<file path="config.mk">
export PLATFORM = sky130hd
export DESIGN_NAME = bnn_core_sequencer
export DESIGN_NICKNAME = d
export VERILOG_FILES = /design/src/rtl/bnn_core_sequencer.sv
export SDC_FILE = /design/constraint.sdc
export NUM_CORES = 1
export LEC_CHECK = 0
export BUFFER_PORTS_ARGS = -buffer_cell sky130_fd_sc_hd__clkbuf_2
export CELL_PAD_IN_SITES_DETAIL_PLACEMENT = 0
export CELL_PAD_IN_SITES_GLOBAL_PLACEMENT = 2
export CORE_UTILIZATION = 31
export DETAILED_ROUTE_END_ITERATION = 7
export PLACE_DENSITY_LB_ADDON = 0.08
export SYNTH_ARGS = -nofsm -noshare
export SYNTH_HDL_FRONTEND = slang
export SYNTH_SLANG_ARGS = --single-unit
</file>
<file path="constraint.sdc">
create_clock -name clk -period 1.97 [get_ports clk]
set_input_delay 0.394 -clock clk [delete_from_list [all_inputs] [get_ports clk]]
set_output_delay 0.394 -clock clk [all_outputs]
set_load 0.03 [all_outputs]
</file>
<file path="src/rtl/bnn_core_sequencer.sv">
// Layer-level sequencer for the BNN core. It walks the config, bias, clear,
// accumulate, binarize and store phases, and emits one 20-bit core
// instruction per cycle. While an upstream data word is awaited, the
// instruction collapses to a bubble that keeps only the weight-select field.
module bnn_core_sequencer #(
    parameter int CW = 8
) (
    input  logic          clk,
    input  logic          rst,
    input  logic          start,
    input  logic [3:0]    cfg_nbpug,
    input  logic [CW-1:0] cfg_ngroups,
    input  logic          cfg_pool,
    input  logic [2:0]    cfg_wgt,
    input  logic          data_valid,
    output logic          data_req,
    input  logic          out_ready,
    output logic          out_valid,
    output logic [19:0]   instruction,
    output logic          busy,
    output logic          done
);

    localparam logic [3:0] S_IDLE  = 4'd0;
    localparam logic [3:0] S_CFG   = 4'd1;
    localparam logic [3:0] S_BIAS0 = 4'd2;
    localparam logic [3:0] S_BIAS1 = 4'd3;
    localparam logic [3:0] S_CLR   = 4'd4;
    localparam logic [3:0] S_ACC   = 4'd5;
    localparam logic [3:0] S_BIN   = 4'd6;
    localparam logic [3:0] S_ST0   = 4'd7;
    localparam logic [3:0] S_ST1   = 4'd8;
    localparam logic [3:0] S_DONE  = 4'd9;

    logic [3:0]    state_reg;
    logic [3:0]    nbpug_reg;
    logic [CW-1:0] ngroups_reg;
    logic          pool_reg;
    logic [2:0]    wgt_reg;
    logic [3:0]    k_reg;
    logic [1:0]    p_reg;
    logic [2:0]    b_reg;
    logic [CW-1:0] g_reg;
    logic [16:0]   field_word;
    logic          active;

    // State machine, layer config latch and the bpug/window/bin/group counters
    always_ff @(posedge clk) begin
        if (rst) begin
            state_reg   <= S_IDLE;
            nbpug_reg   <= '0;
            ngroups_reg <= '0;
            pool_reg    <= 1'b0;
            wgt_reg     <= '0;
            k_reg       <= '0;
            p_reg       <= '0;
            b_reg       <= '0;
            g_reg       <= '0;
        end else begin
            case (state_reg)
                S_IDLE: begin
                    if (start) begin
                        nbpug_reg   <= cfg_nbpug;
                        ngroups_reg <= cfg_ngroups;
                        pool_reg    <= cfg_pool;
                        wgt_reg     <= cfg_wgt;
                        k_reg       <= '0;
                        p_reg       <= '0;
                        b_reg       <= '0;
                        g_reg       <= '0;
                        state_reg   <= S_CFG;
                    end
                end
                S_CFG:   if (data_valid) state_reg <= S_BIAS0;
                S_BIAS0: if (data_valid) state_reg <= S_BIAS1;
                S_BIAS1: if (data_valid) state_reg <= S_CLR;
                S_CLR: begin
                    k_reg     <= '0;
                    state_reg <= S_ACC;
                end
                S_ACC: begin
                    if (data_valid) begin
                        if (k_reg == nbpug_reg) state_reg <= S_BIN;
                        else                    k_reg     <= k_reg + 4'd1;
                    end
                end
                S_BIN: begin
                    if (pool_reg && (p_reg != 2'd3)) begin
                        p_reg     <= p_reg + 2'd1;
                        state_reg <= S_CLR;
                    end else begin
                        // Bin finished: either move to the next bin or store the group
                        p_reg <= '0;
                        if (b_reg != 3'd7) begin
                            b_reg     <= b_reg + 3'd1;
                            state_reg <= S_CLR;
                        end else begin
                            b_reg     <= '0;
                            state_reg <= S_ST0;
                        end
                    end
                end
                S_ST0: if (out_ready) state_reg <= S_ST1;
                S_ST1: begin
                    if (out_ready) begin
                        if (g_reg < ngroups_reg) begin
                            g_reg     <= g_reg + CW'(1);
                            state_reg <= S_CLR;
                        end else begin
                            g_reg     <= '0;
                            state_reg <= S_DONE;
                        end
                    end
                end
                S_DONE:  state_reg <= S_IDLE;
                default: state_reg <= S_IDLE;
            endcase
        end
    end

    // Instruction decode from the current state; data stalls zero the low 17 bits
    always_comb begin
        field_word = '0;
        case (state_reg)
            S_CFG: begin
                field_word[15] = 1'b1;
                field_word[8]  = 1'b1;
            end
            S_BIAS0, S_BIAS1: field_word[11] = 1'b1;
            S_CLR:            field_word[0]  = 1'b1;
            S_ACC: begin
                field_word[9]   = 1'b1;
                field_word[4:1] = k_reg;
            end
            S_BIN: begin
                field_word[10] = 1'b1;
                if (pool_reg) begin
                    field_word[12] = 1'b1;
                    field_word[13] = p_reg[1];
                    field_word[6]  = p_reg[0];
                end
            end
            S_ST0: field_word[14] = 1'b1;
            S_ST1: begin
                field_word[14] = 1'b1;
                field_word[6]  = 1'b1;
            end
            default: field_word = '0;
        endcase
        if (data_req && !data_valid) field_word = '0;
    end

    assign active      = (state_reg != S_IDLE) && (state_reg != S_DONE);
    assign busy        = active;
    assign done        = (state_reg == S_DONE);
    assign data_req    = (state_reg == S_CFG) || (state_reg == S_BIAS0) ||
                         (state_reg == S_BIAS1) || (state_reg == S_ACC);
    assign out_valid   = (state_reg == S_ST0) || (state_reg == S_ST1);
    assign instruction = active ? {wgt_reg, field_word} : 20'd0;

endmodule

</file>
[Word-level counts from Yosys, hierarchy flattened]
Index checks and enable logic that the tools add are counted.
Storage, ports and cells
  output and inout bits: 24
  flip-flop bits (word level): 37
  logic and storage cells: 98
  bits of input ports: 21
Operators by class
  reductions and logical operators: 21
  $add $sub $neg: 4
  equal/unequal tests: 23
  order comparisons: 1
  mux-type cells: 40
Operator list (count)
  4-bit two-way mux: 13
  4-bit case mux with 9 select lines: 1
  8-bit two-way mux: 3
  2-bit != test, second input constant: 11
  20-bit two-way mux: 1
  4-bit by 3-bit == test with 1-bit output, second input constant: 4
  16-bit two-way mux: 1
  8-bit case mux with 2 select lines: 1
  2-bit two-way mux: 6
  4-bit case mux with 3 select lines: 1
  3-bit two-way mux: 3
  8-bit by 1-bit adder with 8-bit output, second input constant: 1
  4-bit by 2-bit == test with 1-bit output, second input constant: 2
  4-bit == test, second input constant: 2
  8-bit < comparator: 1
  8-bit AND reduction: 1
  1-bit two-way mux: 7
  3-bit case mux with 2 select lines: 1
  3-bit AND reduction: 2
  4-bit by 1-bit adder with 4-bit output, second input constant: 1
  4-bit by 1-bit == test with 1-bit output, second input constant: 1
  4-bit == test: 1
  4-bit zero test: 1
  1-bit logical OR: 4
  14 further kinds: 19

[Logic depth before layout (Yosys ltp)]
Gate-level depths: netlist of the first run.
  word-level depth: 7
  gate-level depth with buffers: 8
  depth with buffers taken out: 8

[Least setup slack after synthesis of the first run]
Ideal clock, no wire load.
  path type: register to output
  start: register state_reg[0]
  end: output instruction[17]
  arrival: 2.023 ns
  path slack: -0.447 ns
  data required time: 1.576 ns
  cell stages (with the launch flop): 5
  buffers on the path: 1
  cell sequence: dfxtp_1 -> clkbuf_1 -> nor2_1 -> o21ai_0 -> and2_1
Between the ends
  word-level cells in the longest chain between the ends: 3
  elaborated cells between the ends (all ways): 4
  classes of those cells: 1 x eq/ne; 1 x mux; 2 x reduce/logical
Ends and longest elaborated chain
  start: declaration: RTL line 35  | logic [3:0] state_reg;
  start signal: assignment: RTL line 50  | state_reg <= S_IDLE;
  start signal: assignment: RTL line 71  | state_reg <= S_CFG;
  start signal: assignment: RTL line 74  | S_CFG: if (data_valid) state_reg <= S_BIAS0;
  4-bit != test or 4-bit nonzero test (tied branches): RTL line 153  | assign active = (state_reg != S_IDLE) && (state_reg != S_DONE);
  1-bit logical AND (*): RTL line 153
  net busy: RTL line 20  | output logic busy,
  20-bit two-way mux (*): RTL line 159  | assign instruction = active ? {wgt_reg, field_word} : 20'd0;
  end: declaration: RTL line 19  | output logic [19:0] instruction,
Mark *: on every way through the listed nets, which the timed path passes. The rest lies on a longest branch.

[Worst setup path in the final report of the first run]
  start: register state_reg[2]
  end: output out_valid
Between the ends
  word-level cells in the longest chain between the ends: 2
  elaborated cells between the ends (all ways): 3
  classes of those cells: 2 x eq/ne; 1 x reduce/logical
Ends and longest elaborated chain
  4-bit by 3-bit == test with 1-bit output or 4-bit == test (tied branches): RTL line 158  | assign out_valid = (state_reg == S_ST0) || (state_reg == S_ST1);
  1-bit logical OR (*): RTL line 158
  end: declaration: RTL line 18  | output logic out_valid,
Every way passes the cells marked *; elsewhere a longest branch is shown, timed or not.

==> results of run 1 <==
## worst min-delay path by stage
stage | start | endpoint | slack [ns] | cells past startpoint
final | cfg_ngroups[5] | ngroups_reg[5]$_SDFFE_PP0P_ | 0.32 | 3
after global routing | cfg_ngroups[1] | ngroups_reg[1]$_SDFFE_PP0P_ | 0.31 | 3
after CTS | cfg_ngroups[1] | ngroups_reg[1]$_SDFFE_PP0P_ | 0.31 | 3
after detailed placement | wgt_reg[0]$_SDFFE_PP0P_ | wgt_reg[0]$_SDFFE_PP0P_ | 0.44 | 2
after global placement | wgt_reg[0]$_SDFFE_PP0P_ | wgt_reg[0]$_SDFFE_PP0P_ | 0.44 | 2
after floorplan | wgt_reg[0]$_SDFFE_PP0P_ | wgt_reg[0]$_SDFFE_PP0P_ | 0.43 | 2
## final cells by class
| class | instances | area [sq um] |
|---|---|---|
| timing repair buffer | 73 | 477 |
| fill | 686 | 3750 |
| multi-input combinational | 222 | 1340 |
| clock inverter | 2 | 10.0 |
| sequential | 37 | 753 |
| tap | 77 | 96.3 |
| inverter | 9 | 33.8 |
| clock buffer | 6 | 72.6 |
## layer usage
layer | GRT usage | part of all wire
met1 | 0.249 | 0.55
met2 | 0.246 | 0.40
met3 | 0.0272 | 0.046
met4 | 0.0508 | 0.0091
met5 | 0 | 0
## critical path: cells and delay by family, from the launching register on
| kind | cells | cell delay [ns] |
|---|---|---|
| buffers and inverters | 3 | 0.54 |
| and+or+nand+nor | 1 | 0.21 |
| DFF | 1 | 0.39 |
| AOI/OAI and AO/OA | 1 | 0.06 |
## cells by family after synthesis
family          after synthesis
simple gates                135
compound gates               63
flops                        37
buf+inv                      27
fa+ha+maj                    12
xor+xnor                      5
mux                           4
other cells                   1
## cell usage in the layout, fill, tap and decap left out, types with 2 or more instances in the layout
cell	Yosys	final
nand2_1	55	53
buf_4	5	36
dfxtp_1	37	33
clkbuf_2	0	32
a21oi_1	30	30
nor2_1	23	20
nand3_1	13	13
ha_1	12	12
o21ai_0	10	9
inv_1	9	8
nor3_1	7	7
a31oi_1	6	6
nand3b_1	5	5
and2_1	6	5
and3_1	6	5
clkbuf_8	0	5
nand2b_1	5	4
mux2i_1	4	4
xnor2_1	4	4
a32o_1	3	3
conb_1	1	3
buf_2	3	3
dfxtp_4	0	3
nor2_2	0	2
nor3b_1	2	2
nor3_4	1	2
nand2_4	0	2
or2_2	2	2
nand4b_1	2	2
a21o_1	2	2
clkinv_2	0	2
## repair_timing
| item | CTS | global route |
|---|---|---|
| setup buffers | 0 | 5 |
| hold endpoints to repair | 0 | 0 |
| hold buffers | 0 | 0 |
| pin swaps | 0 | 4 |
| setup endpoints to repair | 16 | 18 |
| resized for setup | 9 | 23 |
## power by group
part | switching, W | total, W | internal [W]
logic | 0.000658 | 0.00108 | 0.000427
clock network | 0.000269 | 0.000514 | 0.000245
registers | 0.0000731 | 0.000906 | 0.000833
## stage by stage
stage	TNS, ns	worst slack [ns]	power [W]
final	0	0.0751	0.00251
after global routing	-0.0213	-0.0114	0.00270
after CTS	0	0.00447	0.00250
after detailed placement	0	0.121	0.00195
after global placement	0	0.0875	0.00195
after floorplan	-0.145	-0.0890	0.00159
==> out/metrics.cfg, run 1 <==
[layout]
nNetsFinal=381
num_antenna_cells=0
utilization=0.426
fin_cells=426
areaGrowthSynthToFinish_pct=29.6
fin_area_sq_um=2780
drive_gt1_frac=0.284

[synthesis]
yosysSeqAreaShare=0.345
synth_top_family_by_area=simple AND/OR/NAND/NOR gates
synth-seq-cells=37
synth.avg_cell_area_sq_um=7.56
yosysMostFrequentCell=nand2_1
ys_top_cells_by_area=dfxtp_1, nand2_1, a21oi_1
synthAdderAreaFrac=0.0700
syn_inst=284
synthTopCellsByCount=nand2_1, dfxtp_1, a21oi_1
synthSimpleGateAreaFrac=0.308
synthArstFlopShare=0
synthDistinctLibCells=47
synth_edf_count=0
synth_xor_area_frac=0.0204
synthMuxAreaShare=0.0187
syn-cell-area_sq_um=2150
synth_ff_type=dfxtp_1
synth_top_area_cell=dfxtp_1
synth-compound-area-share=0.178
ys_warn_count=0
yosysTopAreaCellShare=0.345

[critical_path]
r2r_cells=7
cp_max_fo=10
critPathRequiredTime_ns=1.58
reg2reg_slack_ns=0.13
r2r_end=g_reg[2]$_SDFFE_PP0P_
r2r_start=g_reg[5]$_SDFFE_PP0P_
slowest_stage=dfxtp_4
startpoint_type=flip-flop
end_kind=primary output
critPathKind=reg2out
critPathLaunch=state_reg[2]$_SDFFE_PP0P_
slowest_delay_ns=0.39
crit_arrival_ns=1.50
crit_chain=buf_4, nand3b_1, buf_12, o21ai_0, buf_2
crit_end=out_valid

[clocking]
cts_tree=built
cts_max_path_buffers=2
clkLatencyLatePin_ns=0.29
ctsRootBufferMaster=clkbuf_8
clock_sinks=37
cts_buffers=5
clk_pin_slew_ns=0.08
cts-htree-levels=2

[grt]
antenna_found_initial=0
grtUsageTotal=0.168
grt_pass1_wl_um=9580
gr-total-overflow=0
grt_max_degree=18
grt_pass1_vias=1997

[sta]
hold_violations=0
skew_ns=0.00840
rsz0062_at_grt=yes
setup_violations=0
hold_ws_ns=0.319
max_clock_freq_ghz=0.528
fin_crit_sh=0.962
maxSlewViolCount=0
fin_crit_ns=1.89

[floorplan]
rows=29
die_y_um=85.2
core_area_sq_um=6530
start_util=0.329
die_w_um=85.2
die_area_sq_um=7260
pin_count=45

[detailed_routing]
viasPerCell=4.98
drc=0
ant_nets=0
drt_wl_total_um=5580
wl_per_cell_um=13.1
drt-initial-drc-count=102
route.vias.total=2121
first_pass_iters=4

[place]
dpl_cell_area_sq_um=2610
port_buffers=41
dp.final_hpwl_um=4200
routabilityCongestion=0.737
dp.cells=413

[pwr]
leakagePower_nw=1.20
vdd_drop_max_mv=0.363
power.density_nw_per_um2=901

[run_status]
status=finished, final reports clean

[job]
maxCapViolations=0

[min_path]
worstHoldPathType=in2reg

(Power assumes the default switching activity.)
==> run 2: changes to the inputs <==
Settings changed: ABC_AREA set to 1, CORE_UTILIZATION 31 to 30.
==> out/metrics.cfg, run 2 <==
[layout]
fin_cells=457  ; +7.3%
drive_gt1_frac=0.283  ; -0.00112
final_common_cell=nand2_1
final_cell_mix=nand2_1, inv_1, dfxtp_1
num_antenna_cells=0  ; unchanged
areaGrowthSynthToFinish_pct=22.2
utilization=0.389  ; -0.0363
nNetsFinal=393  ; +3.1%
fill_cells=772  ; +13%

[grt]
grt_max_degree=33  ; +15
antenna_found_initial=0  ; unchanged
grt_pass1_vias=1868  ; -6.5%
grtUsageTotal=0.149  ; -0.0186
grt_pass1_wl_um=8900  ; -7.1%
gr-total-overflow=0  ; unchanged

[clocking]
ctsRootBufferMaster=clkbuf_8
cts_tree=built
cts_max_path_buffers=2  ; unchanged
cts_hold_buffers=0  ; unchanged
clk_pin_slew_ns=0.08  ; about the same
cts-htree-levels=2  ; unchanged
clock_sinks=37  ; unchanged
clkLatencyLatePin_ns=0.29  ; about the same
cts_buffers=5  ; unchanged

[place]
routabilityCongestion=0.742  ; +0.69%
port_buffers=41  ; unchanged
dp.final_hpwl_um=4040  ; -3.9%
dp.cells=443  ; +7.3%

[synthesis]
synth_top_area_cell=dfxtp_1
syn_inst=312  ; +9.9%
synth_edf_count=0  ; unchanged
synthArstFlopShare=0  ; unchanged
yosysMostFrequentCell=nand2_1
ys_warn_count=0  ; unchanged
ys_top_cells_by_area=dfxtp_1, nand2_1, a21oi_1
synth-seq-cells=37  ; unchanged
synth_ff_type=dfxtp_1
yosysSeqAreaShare=0.335  ; -0.0105
synthTopCellsByCount=nand2_1, inv_1, dfxtp_1
synthDistinctLibCells=34  ; -28%
yosysTopAreaCellShare=0.335  ; -0.0105
syn-cell-area_sq_um=2210  ; +3.1%
synth.avg_cell_area_sq_um=7.09  ; -6.1%

[critical_path]
r2r_cells=7  ; unchanged
reg2reg_slack_ns=0.31  ; +0.18 ns
cp_max_fo=9  ; -1
critPathRequiredTime_ns=1.58  ; about the same
r2r_end=g_reg[6]$_SDFFE_PP0P_
end_kind=primary output
critPathLaunch=state_reg[1]$_SDFFE_PP0P_
crit_arrival_ns=1.49  ; about the same
startpoint_type=flip-flop
r2r_start=g_reg[5]$_SDFFE_PP0P_
critPathKind=reg2out

[detailed_routing]
viasPerCell=4.41  ; -11%
wl_per_cell_um=11.5  ; -12%
route.vias.total=2014  ; -5.0%
drt_wl_total_um=5250  ; -5.8%
ant_nets=0  ; unchanged
drc=0  ; unchanged
drt-initial-drc-count=47  ; -54%
first_pass_iters=4  ; unchanged

[floorplan]
die_area_sq_um=7730  ; +6.4%
die_y_um=87.9  ; +3.2%
core_area_sq_um=6940  ; +6.3%
die_w_um=87.9  ; +3.2%
pin_count=45  ; unchanged
start_util=0.319  ; -0.00981
rows=30  ; +3.4%

[sta]
rsz0062_at_grt=yes
fin_crit_ns=1.89  ; -0.00746 ns
setup_violations=0  ; unchanged
skew_ns=0.00445  ; -0.00396 ns
fin_crit_sh=0.958  ; -0.00379
worst_pin_slew_ns=0.496
maxSlewViolCount=0  ; unchanged
slew_headroom=0.667
hold_violations=0  ; unchanged
max_clock_freq_ghz=0.530  ; +0.40%
hold_ws_ns=0.362  ; +0.0427 ns

[run_status]
status=finished, final reports clean

[pwr]
leakagePower_nw=1.24  ; +3.0%
vdd_drop_max_mv=0.305  ; -16%
power.density_nw_per_um2=1090  ; +21%

[min_path]
worstHoldPathType=in2reg
whs_path_depth=3  ; unchanged
whs_endpoint=ngroups_reg[0]$_SDFFE_PP0P_
min_from=cfg_ngroups[0]

[job]
maxCapViolations=0  ; unchanged

==> run 2: cell types whose count changed after synthesis, sizes merged, moves of 5 or more <==
| cell | previous run | this run |
|---|---|---|
| nand2b | 5 | 0 |
| o21ai | 11 | 21 |
| nor2 | 23 | 42 |
| and3 | 6 | 0 |
| clkbuf | 10 | 4 |
| nand2 | 55 | 70 |
| and2 | 7 | 0 |
| inv | 9 | 45 |
==> run 2: cell families after synthesis <==
family,Yosys count,share of synthesized area
flip-flops,37,0.335
XOR/XNOR,7,0.0277
adder cells (fa/ha/maj),12,0.0678
AO/OA/AOI/OAI,58,0.136
AND/OR/NAND/NOR,142,0.331
buffers and inverters,55,0.101
other,1,0.00169
==> run 2: metrics by stage <==
stage / TNS (ns) / cell area [sq um] / total power (W) / worst slack [ns]
3_3_place_gp: 0 / 2530 / 0.00241 / 0.162
5_1_grt: -0.00720 / 2700 / 0.00322 / -0.00704
2_1_floorplan: -0.106 / 2250 / 0.00212 / -0.106
3_5_place_dp: 0 / 2530 / 0.00241 / 0.135
6_report: 0 / 2700 / 0.00294 / 0.0826
4_1_cts: 0 / 2650 / 0.00298 / 0.000148
==> run 2: per-layer routing <==
| layer | GRT usage | vias up | share of wire |
|---|---|---|---|
| met5 | 0 | - | 0 |
| met4 | 0.0402 | 0 | 0.0086 |
| met3 | 0.0330 | 5 | 0.047 |
| met2 | 0.236 | 45 | 0.43 |
| met1 | 0.203 | 870 | 0.51 |
| li1 | - | 1094 | - |
==> run 2: timing repair <==
item / 4_1_cts / 5_1_grt
resized for setup: 7 / 23
endpoints found under the setup margin: 15 / 11
setup buffers: 2 / 4
pin swaps: 1 / 2
endpoints found under the hold margin: 0 / 0
==> run 2: final cells by class <==
cell class | instances | area, sq um | area share
multi-input cells | 222 | 1300 | 0.481
repair buffers | 49 | 280 | 0.104
clock buffers | 6 | 72.6 | 0.0268
clock inverters | 2 | 10.0 | 0.00370
flip-flops and latches | 37 | 751 | 0.278
inverters | 45 | 169 | 0.0625
well taps | 96 | 120 | 0.0444
==> run 2: power breakdown <==
group	switching, W	total (W)	internal, W
Combinational	0.000920	0.00137	0.000452
Sequential	0.000129	0.00104	0.000914
Clock	0.000284	0.000530	0.000246
Total	0.00133	0.00294	0.00161
==> run 2: how the worst max path moves through the flow <==
stage	to	cells after the start
after global placement	instruction[17]	8
after floorplan	instruction[1]	6
after detailed placement	instruction[17]	8
after global routing	instruction[1]	7
final	instruction[17]	7
after CTS	instruction[17]	8
==> run 2: worst max-delay path, stage by stage, from the launching register on <==
cell and delay, ns:
dfxtp_4 0.42, inv_1 0.09, nand2_4 0.13, nor2_8 0.07, nor2_2 0.15, inv_2 0.07
nor2_2 0.07, buf_2 0.19
